**src/rtl/dout_pwm_array.sv**
```systemverilog
// dout_pwm_array: per-channel PWM timers with shadowed {high,low} times and direct output writes.
// Optional pulse-count limit enabled by defining DOUT_PULSE_CNT_EN.
module dout_pwm_array #(
    parameter int NUM_CH = 4,
    parameter int CNT_W  = 16,
    localparam int CH_W  = (NUM_CH > 1) ? $clog2(NUM_CH) : 1
) (
    input  logic               sysclk,
    input  logic               reset,
    input  logic               ctrl_wen,
    input  logic [CH_W-1:0]    ctrl_ch,
    input  logic [2*CNT_W-1:0] ctrl_wdata,
    input  logic [CH_W-1:0]    rd_ch,
    output logic [2*CNT_W-1:0] rd_data,
    input  logic               dout_wen,
    input  logic [NUM_CH-1:0]  dout_mask,
    input  logic [NUM_CH-1:0]  dout_val,
`ifdef DOUT_PULSE_CNT_EN
    input  logic               cnt_wen,
    input  logic [15:0]        cnt_wdata,
    output logic [NUM_CH-1:0]  done,
`endif
    output logic [NUM_CH-1:0]  dout,
    output logic [NUM_CH-1:0]  pending
);

    logic [NUM_CH-1:0][2*CNT_W-1:0] act_q, act_d, sh_q, sh_d;
    logic [NUM_CH-1:0][CNT_W-1:0]   cnt_q, cnt_d;
    logic [NUM_CH-1:0]              dout_q, dout_d, pend_q, pend_d;
`ifdef DOUT_PULSE_CNT_EN
    logic [NUM_CH-1:0][15:0]        lim_q, lim_d, pc_q, pc_d;
    logic [NUM_CH-1:0]              done_q, done_d;
    logic                           cw;
`endif
    logic [CNT_W-1:0]               t;
    logic                           frz, idle, tick, bnd, wr, dw;

    always_comb begin
        act_d  = act_q;
        sh_d   = sh_q;
        cnt_d  = cnt_q;
        dout_d = dout_q;
        pend_d = pend_q;
`ifdef DOUT_PULSE_CNT_EN
        lim_d  = lim_q;
        pc_d   = pc_q;
        done_d = done_q;
        cw     = 1'b0;
`endif
        t    = '0;
        frz  = 1'b0;
        idle = 1'b0;
        tick = 1'b0;
        bnd  = 1'b0;
        wr   = 1'b0;
        dw   = 1'b0;
        for (int i = 0; i < NUM_CH; i++) begin
            t = dout_q[i] ? act_q[i][2*CNT_W-1:CNT_W] : act_q[i][CNT_W-1:0];
`ifdef DOUT_PULSE_CNT_EN
            frz = done_q[i];
            cw  = cnt_wen && ctrl_ch == CH_W'(i);
`endif
            idle = t == '0 || frz;
            tick = !idle && cnt_q[i] == t - CNT_W'(1);
            bnd  = idle || (tick && !dout_q[i]);
            wr   = ctrl_wen && ctrl_ch == CH_W'(i);
            dw   = dout_wen && dout_mask[i];
            cnt_d[i]  = (idle || tick) ? '0 : cnt_q[i] + CNT_W'(1);
            dout_d[i] = dout_q[i] ^ tick;
            if (dw) begin
                dout_d[i] = dout_val[i];
                cnt_d[i]  = '0;
            end
            if ((dw || bnd) && pend_q[i]) begin
                act_d[i]  = sh_q[i];
                pend_d[i] = 1'b0;
            end
            // a write alongside a direct output write bypasses the shadow
            if (wr) begin
                sh_d[i]   = ctrl_wdata;
                pend_d[i] = !dw;
                if (dw)
                    act_d[i] = ctrl_wdata;
            end
`ifdef DOUT_PULSE_CNT_EN
            if (tick && dout_q[i] && lim_q[i] != '0) begin
                pc_d[i]   = pc_q[i] + 16'd1;
                done_d[i] = pc_d[i] == lim_q[i];
            end
            if (dw || cw) begin
                pc_d[i]   = '0;
                done_d[i] = 1'b0;
            end
            if (cw)
                lim_d[i] = cnt_wdata;
`endif
        end
    end

    always_comb begin
        rd_data = '0;
        for (int i = 0; i < NUM_CH; i++)
            if (rd_ch == CH_W'(i))
                rd_data = act_q[i];
    end

    always_ff @(posedge sysclk) begin
        if (reset) begin
            act_q  <= '0;
            sh_q   <= '0;
            cnt_q  <= '0;
            dout_q <= '0;
            pend_q <= '0;
`ifdef DOUT_PULSE_CNT_EN
            lim_q  <= '0;
            pc_q   <= '0;
            done_q <= '0;
`endif
        end else begin
            act_q  <= act_d;
            sh_q   <= sh_d;
            cnt_q  <= cnt_d;
            dout_q <= dout_d;
            pend_q <= pend_d;
`ifdef DOUT_PULSE_CNT_EN
            lim_q  <= lim_d;
            pc_q   <= pc_d;
            done_q <= done_d;
`endif
        end
    end

    assign dout    = dout_q;
    assign pending = pend_q;
`ifdef DOUT_PULSE_CNT_EN
    assign done    = done_q;
`endif

endmodule

```
**config.mk**
```make
export PLATFORM = sky130hd
export DESIGN_NAME = dout_pwm_array
export DESIGN_NICKNAME = d
export VERILOG_FILES = /design/src/rtl/dout_pwm_array.sv
export SDC_FILE = /design/constraint.sdc
export NUM_CORES = 1
export LEC_CHECK = 0
export ABC_CLOCK_PERIOD_IN_PS = 13700
export BUFFER_PORTS_ARGS = -buffer_cell sky130_fd_sc_hd__buf_2
export CAP_MARGIN = 10
export CORE_MARGIN = 10
export CORE_UTILIZATION = 35
export DETAILED_ROUTE_END_ITERATION = 6
export PLACE_DENSITY = 0.55
export SYNTH_ARGS = -nofsm -noshare
export SYNTH_HDL_FRONTEND = slang
export SYNTH_SLANG_ARGS = --single-unit
```
**constraint.sdc**
```tcl
create_clock -name sysclk -period 13.7 [get_ports sysclk]
set_input_delay 2.055 -clock sysclk [delete_from_list [all_inputs] [get_ports sysclk]]
set_output_delay 2.055 -clock sysclk [all_outputs]
set_load 0.01 [all_outputs]
```
==> reports/qor_table.md, run 1 <==
| Group | Parameter | This run |
| --- | --- | --- |
| outcome | Run status | finished, violations left |
| outcome | Failing checks | DRC |
| timing | Final setup violation count | 0 |
| global route | Largest net degree at the start of global routing | 83 |
| synth | Most frequently used cell type in the post-synthesis netlist | nand2_1 |
| clock network | Root Buffer | clkbuf_16 |
| synth | Nets in the synthesized netlist | 2,231 |
| synth | Number of distinct library cells after synthesis | 86 |
| global route | Wire length of the first global-routing pass | 99.7 mm |
| clock network | CTS H-tree lvls | 2 |
| placement | Number of port buffers | 87 |
| clock network | Buffer count from post-CTS setup fixing | 0 |
| drt | Via density | 5.80 |
| timing | Final cycle utilization of the critical path | 0.404 |
| synth | Async set-reset flop share out of synthesis | 0 |
| synth | Share of the yosys chip area belonging to registers | 0.368 |
| layout | Area Overhead vs Synth | 11.0% |
| drt | Remaining routing DRC violations | 2 |
| placement | Final Wtd Congestion | 0.939 |
| layout | Final Util | 0.394 |
| die | Total Die Area | 60,400 um2 |
| timing | Actual slew at the worst max-slew pin | 1.36 ns |
| hold path | Class of the worst hold path | register to register |
| synth | Warning count from the yosys run | 0 |
| timing | Fin Setup TNS | 0 ns |
| drt | Average detailed-routed wire length per instance | 23.6 um |
| layout | Fraction of layout cells with a size suffix above 1 | 0.134 |
| synth | Leading register cell type out of synthesis | dfxtp_1 |
| clock network | Quantity of hold-fixing buffers added after cts | 0 |
| timing | Worst slew margin relative to its limit | 0.0959 |
| drt | Vias | 16,500 |
| synth | Post-synthesis instance area | 17,900 um2 |
| clock network | TritonCTS Buffers | 38 |
| worst setup path | Critical-path cell with the highest stage delay | mux4_2 |
| die | Total core area | 50,300 um2 |
| worst setup path | Data arrival, critical path | 3.48 ns |
| clock network | Sink count of the clock tree | 328 |
| layout | Post-layout nets | 2,197 |
| die | Horiz. Die Dim | 246 um |
| global route | Total congestion overflow after global routing | 0 |
| worst setup path | CP Max Fanout | 32 |
| synth | Cells after synthesis | 2,171 |
| worst setup path | Most Frequent Cell on Critical Path | buf_2 |
| worst setup path | Endpoint required time on the critical path | 11.64 ns |
| synth | Proportion of netlist area held by the largest area contributor | 0.368 |
| synth | Cells taking the most area after synthesis | dfxtp_1 37%, nand2_1 9.2%, mux2i_1 5.1% |
| power and ir drop | Leakage power figure | 6.98 nW |
| synth | EDFF count, synth | 0 |
| die | Die height | 246 um |
| timing | Smallest hold slack | 0.453 ns |
| worst setup path | Startpoint Class | primary input |
| drt | DR pass1 iterations | 7 |
| placement | Final HPWL DP | 47.7 mm |
| placement | Instance area after placement | 18,600 um2 |
| synth | Mapped Avg Cell Area | 8.22 um2 |
| synth | Top cells by instance count after synthesis | 438 x nand2_1, 328 x dfxtp_1, 221 x nor2_1, 150 x a21oi_1, 107 x clkbuf_1 |
| timing | Peak Freq | 0.181 GHz |
| global route | Vias in the first global route | 15,200 |
| timing | Final max-slew violation count | 0 |
| drt | Final wirelength | 67.2 mm |
| global route | Global-route usage over all layers | 0.215 |
| drt | DRC violation total after the first TritonRoute iteration | 1,948 |
| die | Effective utilization at floorplan | 0.355 |
| synth | Post-synthesis sequential element count | 328 |
| worst setup path | Critical path capture point type | primary output |
| clock network | Maximum buffer depth of the clock tree | 3 |
| clock network | Insertion delay to the later sink of the worst-skew pair | 0.56 ns |
| die | Number of rows created at floorplan | 82 |
| placement | Placed cells | 2,769 |
| timing | Worst Skew | 0.0151 ns |
| worst setup path | Crit path cell chain | buf_2 > buf_4 > mux4_2 > buf_2 |
| clock network | Clock tree from TritonCTS | built |
| timing | Fin crit period | 5.53 ns |
| worst setup path | Worst setup path class | primary input to primary output |
| drt | Post-route antenna net violation count | 0 |
| synth | Cell taking the most area after synthesis | dfxtp_1 |
| clock network | Clock slew at the register clock pins of the worst setup and hold paths | 0.06 ns |
| global route | Antenna violations before repair | 10 |
| layout | Count of non-filler cells in the finished layout | 2,845 |
| layout | Total non-filler cell area in the finished layout | 19,800 um2 |
| worst setup path | Crit-path max cell delay | 0.60 ns |
| timing | RSZ-0062 raised after global routing | no |
| die | Ports | 88 |
| power and ir drop | Power per standard cell area | 121 nW/um2 |
| power and ir drop | Worst ir drop on vdd | 0.0000694 V |
| clock network | Number of cells upsized or downsized after cts | 0 |
| job | Max-cap violation count | 0 |
| timing | Final count of hold timing violations | 0 |
-- through the flow --
step	worst slack, ns	power [mW]
floorplan	8.23	1.27
global placement	8.19	1.36
detailed placement	8.16	1.37
CTS	8.16	2.40
global route	7.80	2.47
finish	8.17	2.39
-- layout by cell type, fill, tap and decap left out, drive strengths merged, types with 8 or more instances in the layout --
| master | netlist | final |
|---|---|---|
| nor4b | 11 | 11 |
| xor2 | 61 | 61 |
| o221a | 33 | 33 |
| nand4 | 18 | 18 |
| ha | 12 | 12 |
| nor2 | 221 | 221 |
| nor4 | 61 | 61 |
| o211ai | 13 | 13 |
| a311oi | 65 | 65 |
| nor3 | 54 | 54 |
| inv | 17 | 19 |
| mux2i | 91 | 91 |
| and2 | 9 | 9 |
| nand2 | 438 | 438 |
| mux2 | 8 | 8 |
| dfxtp | 328 | 328 |
| mux4 | 32 | 32 |
| a21oi | 151 | 151 |
| o21ai | 16 | 16 |
| a211oi | 39 | 39 |
| or3b | 9 | 9 |
| buf | 50 | 113 |
| nand3 | 42 | 42 |
| clkbuf | 138 | 58 |
| xnor2 | 78 | 78 |
| or3 | 12 | 12 |
| nor3b | 20 | 20 |
| and3 | 26 | 26 |
| o22ai | 9 | 9 |
-- final timing paths --
kind / from / end / slack, ns / cells past startpoint
worst min-delay path: sh_q[100] / sh_q[100] / 0.45 / 2
worst max-delay path: rd_ch[0] / rd_data[22] / 8.17 / 4
worst max register to register: dout[0] / act_q[24] / 8.23 / 11
worst min register to register: sh_q[100] / sh_q[100] / 0.45 / 2
-- critical path: cells and delay by family --
kind	cells	cell delay, ns
buffers and inverters	3	0.80
multiplexers	1	0.60
-- cells by family after synthesis --
group | share of synthesized area
adder cells (fa/ha/maj) | 0.00841
multiplexers | 0.0964
flip-flops | 0.368
AND/OR/NAND/NOR | 0.253
buffers and inverters | 0.0503
AO/OA/AOI/OAI | 0.156
XOR/XNOR | 0.0682
-- report_power, final --
part           internal, mW  switching, mW
Clock                 0.607          0.434
Sequential            0.983         0.0484
Combinational         0.121          0.199
Total                  1.71          0.681
-- flip-flops by register name, indices dropped and copies added (netlist names) --
register,count
dout,4
act_q,128
cnt_q,64
sh_q,128
pending,4
-- routing by layer --
layer  GRT usage  vias to the layer above  routed length [um]
li1            -                     7699                   -
met1       0.293                     8041               29800
met2       0.329                      653               29200
met3      0.0484                      106                5920
met4      0.0750                        4                2250
met5           0                        -                  25
-- cell type report --
| cell class | instances | area (um2) |
|---|---|---|
| Antenna cell | 7 | 17.5 |
| Sequential cell | 328 | 6570 |
| Fill cell | 5152 | 30500 |
| Clock inverter | 12 | 123 |
| Inverter | 17 | 63.8 |
| Timing Repair Buffer | 114 | 647 |
| Clock buffer | 57 | 1120 |
| Multi-Input combinational cell | 1638 | 10400 |
| Tap cell | 672 | 841 |
(Power assumes the default switching activity.)
==> run 2: changes to the inputs <==
--- a/config.mk
+++ b/config.mk
@@ -5,13 +5,13 @@
 export SDC_FILE = /design/constraint.sdc
 export NUM_CORES = 1
 export LEC_CHECK = 0
-export ABC_CLOCK_PERIOD_IN_PS = 13700
+export ABC_CLOCK_PERIOD_IN_PS = 4520
 export BUFFER_PORTS_ARGS = -buffer_cell sky130_fd_sc_hd__buf_2
 export CAP_MARGIN = 10
 export CORE_MARGIN = 10
 export CORE_UTILIZATION = 35
 export DETAILED_ROUTE_END_ITERATION = 6
-export PLACE_DENSITY = 0.55
+export PLACE_DENSITY = 0.57
 export SYNTH_ARGS = -nofsm -noshare
 export SYNTH_HDL_FRONTEND = slang
 export SYNTH_SLANG_ARGS = --single-unit
==> constraint.sdc (replaced) <==
create_clock -name sysclk -period 4.52 [get_ports sysclk]
set_input_delay 0.678 -clock sysclk [delete_from_list [all_inputs] [get_ports sysclk]]
set_output_delay 0.678 -clock sysclk [all_outputs]
set_load 0.01 [all_outputs]
==> reports/qor_table.md, run 2 (synthesis results as in run 1) <==
| Group | Parameter | This run | Change |
| --- | --- | --- | --- |
| outcome | Run status | finished, final reports clean |  |
| timing | Peak Freq | 0.236 GHz |  |
| clock network | Sink count of the clock tree | 328 | unchanged |
| power and ir drop | Fraction of power spent switching nets | 0.277 | -0.00789 |
| timing | Actual slew at the worst max-slew pin | 0.904 ns | -0.453 ns |
| drt | DRC violation total after the first TritonRoute iteration | 1,766 | -9.3% |
| die | Horiz. Die Dim | 246 um | unchanged |
| clock network | TritonCTS Buffers | 40 | +5.3% |
| power and ir drop | Power per standard cell area | 370 nW/um2 | +210% |
| die | Die height | 246 um | unchanged |
| layout | Area Overhead vs Synth | 12.1% |  |
| clock network | Insertion delay to the later sink of the worst-skew pair | 0.57 ns | about the same |
| layout | Most used cells in the layout excluding fill and tap cells | 437 x nand2_1, 325 x dfxtp_1, 220 x nor2_1, 150 x a21oi_1, 90 x mux2i_1 |  |
| worst setup path | Reg2Reg Capture Point | act_q[100] |  |
| hold path | Capture endpoint of the worst hold path | dout[1] |  |
| placement | Final Wtd Congestion | 0.923 | -1.7% |
| drt | Via density | 5.78 | -0.41% |
| timing | Fin Setup TNS | 0 ns | unchanged |
| placement | Placement Setup Slack | 0.140 ns | -8.02 ns |
| die | Total core area | 50,300 um2 | unchanged |
| timing | Final max-slew violation count | 0 | unchanged |
| placement | Number of port buffers | 87 | unchanged |
| layout | Most common library cell in the layout ignoring fill and taps | nand2_1 |  |
| worst setup path | Critical path capture point type | register |  |
| power and ir drop | Fraction of power consumed by combinational cells | 0.135 | about the same |
| global route | Vias in the first global route | 15,300 | +0.45% |
| worst setup path | Worst r2r path cells | 14 | +3 |
| timing | Fin crit period | 4.23 ns |  |
| drt | Remaining routing DRC violations | 0 | -2 |
| timing | Final setup violation count | 0 | unchanged |
| layout | Footprint of the multi-input gates | 10,400 um2 | +0.13% |
| clock network | Clock slew at the register clock pins of the worst setup and hold paths | 0.06 ns | about the same |
| timing | Worst Skew | 0.0233 ns | +0.00820 ns |
| worst setup path | Startpoint Class | register |  |
| clock network | Maximum buffer depth of the clock tree | 3 | unchanged |
| timing | Final cycle utilization of the critical path | 0.936 |  |
| worst setup path | Endpoint required time on the critical path | 4.98 ns | -6.66 ns |
| worst setup path | CP Max Fanout | 32 | unchanged |
| layout | Post-layout nets | 2,208 | +0.50% |
| global route | Total congestion overflow after global routing | 0 | unchanged |
| timing | Final count of hold timing violations | 0 | unchanged |
| die | Ports | 88 | unchanged |
| timing | RSZ-0062 raised after global routing | no |  |
| power and ir drop | Net switching power figure | 2.05 mW | +200% |
| drt | Post-route antenna net violation count | 0 | unchanged |
| power and ir drop | Worst ir drop on vdd | 0.000207 V | +200% |
| timing | Least setup slack across all paths after layout | 0.288 ns | -7.88 ns |
| layout | Final Util | 0.398 | +0.00398 |
| clock network | Root Buffer | clkbuf_16 |  |
| worst setup path | Worst setup path class | register to register |  |
| die | Number of rows created at floorplan | 82 | unchanged |
| global route | Antenna violations before repair | 5 | -5 |
| clock network | Buffer count from post-CTS setup fixing | 0 | unchanged |
| drt | Average detailed-routed wire length per instance | 22.8 um | -3.7% |
| drt | Vias | 16,500 | -0.20% |
| layout | Fraction of layout cells with a size suffix above 1 | 0.141 | +0.00654 |
| layout | Largest registers | act_q x128, sh_q x128, cnt_q x64 |  |
| placement | Final HPWL DP | 46.1 mm | -3.4% |
| hold path | Class of the worst hold path | primary input to register |  |
| layout | Fill cells | 5,070 | -1.6% |
| hold path | Origin of the worst min-delay path | dout_val[1] |  |
| power and ir drop | Clk pwr share | 0.446 | +0.011 |
| drt | DR pass1 iterations | 6 | -1 |
| timing | Worst slew margin relative to its limit | 0.395 | +0.299 |
| job | Max-cap violation count | 0 | unchanged |
| drt | Final wirelength | 64.9 mm | -3.5% |
| power and ir drop | Leakage power figure | 7.10 nW | +1.7% |
| clock network | Clock tree from TritonCTS | built |  |
| die | Effective utilization at floorplan | 0.355 | unchanged |
| layout | Register area | 6570 um2 | about the same |
| clock network | CTS H-tree lvls | 2 | unchanged |
| worst setup path | Worst R2R Start | dout[3] |  |
| worst setup path | Worst setup slack for register-to-register paths | 0.29 ns | -7.94 ns |
| global route | Global-route usage over all layers | 0.208 | -0.00741 |
| global route | Largest net degree at the start of global routing | 99 | +19% |
| power and ir drop | Part of the power in registers | 0.419 | -0.012 |
| hold path | Worst hold path cell count | 3 | +1 |
| worst setup path | Data arrival, critical path | 4.70 ns | +1.22 ns |
| die | Total Die Area | 60,400 um2 | unchanged |
| power and ir drop | Internal | 5.36 mW | +210% |
| layout | Antenna diode count | 0 | -7 |
| global route | Wire length of the first global-routing pass | 97.1 mm | -2.6% |
run 2: what timing repair did:
action	4_1_cts	5_1_grt
endpoints found under the setup margin	0	43
hold buffers	0	0
gates resized for setup	0	2
hold endpoints to repair	0	0
run 2: area by class of cell:
class / count / share of cell area
multi-input cells: 1638 / 0.522
flip-flops and latches: 328 / 0.328
clock buffers: 59 / 0.0597
well taps: 672 / 0.0420
repair buffers: 123 / 0.0369
clock inverters: 14 / 0.00794
inverters: 17 / 0.00319
run 2: through the flow:
stage / instances / hold slack, ns / power (mW) / area [um2]
2_1_floorplan: 2171 / 0.433 / 3.84 / 17900
3_3_place_gp: 2777 / 0.441 / 4.13 / 18600
3_5_place_dp: 2777 / 0.446 / 4.15 / 18600
4_1_cts: 2850 / 0.401 / 7.44 / 20000
5_1_grt: 2851 / 0.452 / 7.67 / 20000
6_report: 2851 / 0.407 / 7.41 / 20000
run 2: power by group through the flow:
stage	sequential, mW	clock (mW)	combinational [mW]
after detailed placement	3.16	0	0.987
after global routing	3.11	3.47	1.09
after CTS	3.10	3.35	0.990
after global placement	3.16	0	0.971
after floorplan	3.10	0	0.741
final	3.10	3.31	1.00
run 2: layer usage:
| layer | track usage | routed length (um) | up-vias |
|---|---|---|---|
| li1 | - | - | 7720 |
| met3 | 0.0467 | 5840 | 105 |
| met4 | 0.0748 | 2100 | 8 |
| met2 | 0.320 | 28900 | 656 |
| met1 | 0.280 | 27900 | 7981 |
| met5 | 0 | 46 | - |
run 2: critical path, stage by stage (launching register included):
cell and delay [ns]:
dfxtp_4 0.42, mux2i_2 0.28, ha_2 0.27, or4bb_4 0.51, a21oi_4 0.26, nand3_2 0.13
o32a_1 0.35, a221o_1 0.35, nor4_4 0.26, and2b_1 0.18, ha_1 0.14, inv_1 0.06
a31o_4 0.41, mux2i_1 0.19, a211oi_1 0.29
run 2: worst max-delay path by stage:
stage | depth (start not counted) | slack, ns | start | endpoint
after floorplan | 20 | 0.01 | dout[3] | act_q[99]
after global placement | 14 | 0.29 | dout[3] | act_q[123]
after detailed placement | 14 | 0.14 | dout[3] | act_q[100]
after CTS | 14 | 0.12 | dout[3] | act_q[100]
after global routing | 14 | 0.06 | dout[3] | act_q[106]
final | 14 | 0.29 | dout[3] | act_q[100]
==> run 3: changes to the inputs <==
==> constraint.sdc (replaced) <==
create_clock -name sysclk -period 4.52 [get_ports sysclk]
set_input_delay 0 -clock sysclk [delete_from_list [all_inputs] [get_ports sysclk]]
set_output_delay 0 -clock sysclk [all_outputs]
set_load 0.01 [all_outputs]
==> reports/qor_table.md, run 3 (synthesis results as in run 1) <==
| Group | Parameter | This run | Change |
| --- | --- | --- | --- |
| clock network | Clock slew at the register clock pins of the worst setup and hold paths | 0.06 ns | about the same |
| worst setup path | Worst R2R Start | dout[1] |  |
| worst setup path | Data arrival, critical path | 4.66 ns | -0.04 ns |
| layout | Post-layout nets | 2,274 | +3.0% |
| clock network | Insertion delay to the later sink of the worst-skew pair | 0.56 ns | about the same |
| placement | Placement Setup Slack | -0.0498 ns | -0.190 ns |
| layout | Most used cells in the layout excluding fill and tap cells | 437 x nand2_1, 326 x dfxtp_1, 220 x nor2_1, 150 x a21oi_1, 90 x mux2i_1 |  |
| die | Total Die Area | 60,400 um2 | unchanged |
| timing | Worst Skew | 0.0117 ns | -0.0116 ns |
| timing | Fin crit period | 4.15 ns | -0.0768 ns |
| timing | Final cycle utilization of the critical path | 0.919 | -0.0170 |
| die | Number of rows created at floorplan | 82 | unchanged |
| drt | Via density | 5.69 | -1.5% |
| worst setup path | Reg2Reg Capture Point | act_q[33] |  |
| global route | Total congestion overflow after global routing | 0 | unchanged |
| worst setup path | CP Max Fanout | 31 | -3.1% |
| global route | Vias in the first global route | 15,500 | +1.3% |
| clock network | Maximum buffer depth of the clock tree | 3 | unchanged |
| placement | Number of port buffers | 87 | unchanged |
| drt | Remaining routing DRC violations | 2 | +2 |
| outcome | Failing checks | DRC |  |
| timing | Final setup violation count | 0 | unchanged |
| clock network | CTS H-tree lvls | 2 | unchanged |
| drt | Vias | 16,600 | +0.74% |
| hold path | Class of the worst hold path | primary input to register |  |
| power and ir drop | Clk pwr share | 0.451 | +0.005 |
| clock network | Root Buffer | clkbuf_16 |  |
| die | Ports | 88 | unchanged |
| outcome | Run status | finished, violations left |  |
| clock network | Clock tree from TritonCTS | built |  |
| worst setup path | Critical path startpoint | dout[1] |  |
| drt | Average detailed-routed wire length per instance | 22.5 um | -1.2% |
| layout | Most common library cell in the layout ignoring fill and taps | nand2_1 |  |
| clock network | Sink count of the clock tree | 328 | unchanged |
| drt | DR pass1 iterations | 7 | +1 |
| timing | Worst slew margin relative to its limit | 0.181 | -0.214 |
| timing | Final count of hold timing violations | 0 | unchanged |
| worst setup path | Critical path capture point type | register |  |
| die | Die height | 246 um | unchanged |
| worst setup path | Worst setup slack for register-to-register paths | 0.37 ns | +0.08 ns |
| layout | Footprint of the multi-input gates | 10,400 um2 | about the same |
| power and ir drop | Part of the power in registers | 0.410 | -0.009 |
| placement | Placed cells | 2,796 | +0.68% |
| power and ir drop | Power per standard cell area | 366 nW/um2 | -1.2% |
| global route | Antenna violations before repair | 3 | -2 |
| timing | Actual slew at the worst max-slew pin | 1.22 ns | +0.321 ns |
| timing | Least setup slack across all paths after layout | 0.365 ns | +0.0768 ns |
| worst setup path | Worst r2r path cells | 14 | unchanged |
| worst setup path | Endpoint of the worst setup timing path | act_q[33] |  |
| worst setup path | Endpoint required time on the critical path | 5.03 ns | +0.05 ns |
| layout | Largest registers | act_q x128, sh_q x128, cnt_q x64 |  |
| layout | Area Overhead vs Synth | 15.7% |  |
| power and ir drop | Fraction of power consumed by combinational cells | 0.139 | +0.004 |
| layout | Fill cells | 5,096 | +0.51% |
| job | Max-cap violation count | 0 | unchanged |
| placement | Final Wtd Congestion | 0.870 | -5.6% |
| power and ir drop | Internal | 5.46 mW | +2.0% |
| power and ir drop | Worst ir drop on vdd | 0.000216 V | +4.6% |
| worst setup path | Worst setup path class | register to register |  |
| layout | Count of non-filler cells in the finished layout | 2,917 | +2.3% |
| layout | Fraction of layout cells with a size suffix above 1 | 0.145 | +0.00439 |
| die | Total core area | 50,300 um2 | unchanged |
| timing | Peak Freq | 0.241 GHz | +1.8% |
| global route | Global-route usage over all layers | 0.211 | +0.00291 |
| timing | Final max-slew violation count | 0 | unchanged |
| power and ir drop | Fraction of power spent switching nets | 0.277 | about the same |
| die | Effective utilization at floorplan | 0.355 | unchanged |
| placement | Final HPWL DP | 46.9 mm | +1.7% |
| drt | DRC violation total after the first TritonRoute iteration | 1,906 | +7.9% |
| clock network | TritonCTS Buffers | 39 | -2.5% |
| worst setup path | Startpoint Class | register |  |
| power and ir drop | Net switching power figure | 2.09 mW | +2.1% |
| timing | RSZ-0062 raised after global routing | no |  |
| drt | Post-route antenna net violation count | 0 | unchanged |
| drt | Final wirelength | 65.6 mm | +1.1% |
| timing | Smallest hold slack | 0.137 ns | -0.270 ns |
| layout | Register area | 6570 um2 | about the same |
| global route | Largest net degree at the start of global routing | 83 | -16% |
| global route | Wire length of the first global-routing pass | 98.7 mm | +1.7% |
| power and ir drop | Leakage power figure | 7.41 nW | +4.4% |
| die | Horiz. Die Dim | 246 um | unchanged |
[run 3: changes by cell type in the layout (fill, tap and decap cells not counted), sizes merged, moves of 3 or more]
cell         change
bufinv           +3
buf             +19
clkbuf           -6
inv              +5
dlygate4sd3     +48
clkinv           -5
[run 3: how the worst min path moves through the flow]
| stage | start | to | cells after the start |
|---|---|---|---|
| 6_report | ctrl_ch[0] | sh_q[81] | 5 |
| 5_1_grt | ctrl_ch[0] | sh_q[82] | 5 |
| 2_1_floorplan | dout_val[3] | dout[3] | 2 |
| 3_5_place_dp | dout_val[0] | dout[0] | 3 |
| 3_3_place_gp | dout_val[1] | dout[1] | 3 |
| 4_1_cts | ctrl_ch[0] | sh_q[81] | 5 |
[run 3: critical path, cell delays in order (launching register included)]
cell	delay (ns)
dfxtp_1	0.67
mux2i_1	0.35
ha_1	0.32
o211ai_1	0.32
or3_1	0.45
o32ai_1	0.22
a41oi_1	0.11
a2111oi_4	0.38
and2_1	0.18
ha_1	0.14
nand3b_1	0.12
nand2_1	0.08
nand2_1	0.06
buf_4	0.39
o221a_2	0.28
[run 3: per-layer routing]
metal	routed length [um]	vias up	share of wire	global-route usage
met1	29100	7968	0.44	0.294
met4	2160	2	0.033	0.0770
met5	20	-	0.00030	0
li1	-	7850	-	-
met2	28800	669	0.44	0.320
met3	5530	103	0.084	0.0363
[run 3: through the flow]
stage	utilization	total power, mW	cell area, um2	TNS, ns
final	0.411	7.56	20700	0
after global routing	0.411	7.81	20700	0
after CTS	0.411	7.59	20600	0
after detailed placement	0.374	4.16	18800	-0.803
after global placement	0.374	4.14	18800	0
after floorplan	-	3.84	17900	0
[run 3: area by class of cell]
type,instances,area share
clock inverter,18,0.0130
tap,672,0.0407
sequential,328,0.318
antenna,1,0.000121
clock buffer,53,0.0537
inverter,17,0.00309
multi-input combinational,1638,0.505
timing repair buffer,190,0.0660
[run 3: power groups by stage]
stage	Clock, mW	Sequential [mW]	Combinational [mW]
5_1_grt	3.56	3.11	1.14
4_1_cts	3.45	3.09	1.04
3_5_place_dp	0	3.16	1.00
6_report	3.41	3.10	1.05
2_1_floorplan	0	3.10	0.741
3_3_place_gp	0	3.16	0.986
[run 3: repair_timing]
action / CTS / global route
pin swaps: 1 / 0
resized for setup: 0 / 1
endpoints found under the hold margin: 260 / 0
endpoints found under the setup margin: 32 / 1
setup buffers: 1 / 0
hold buffers: 48 / 0
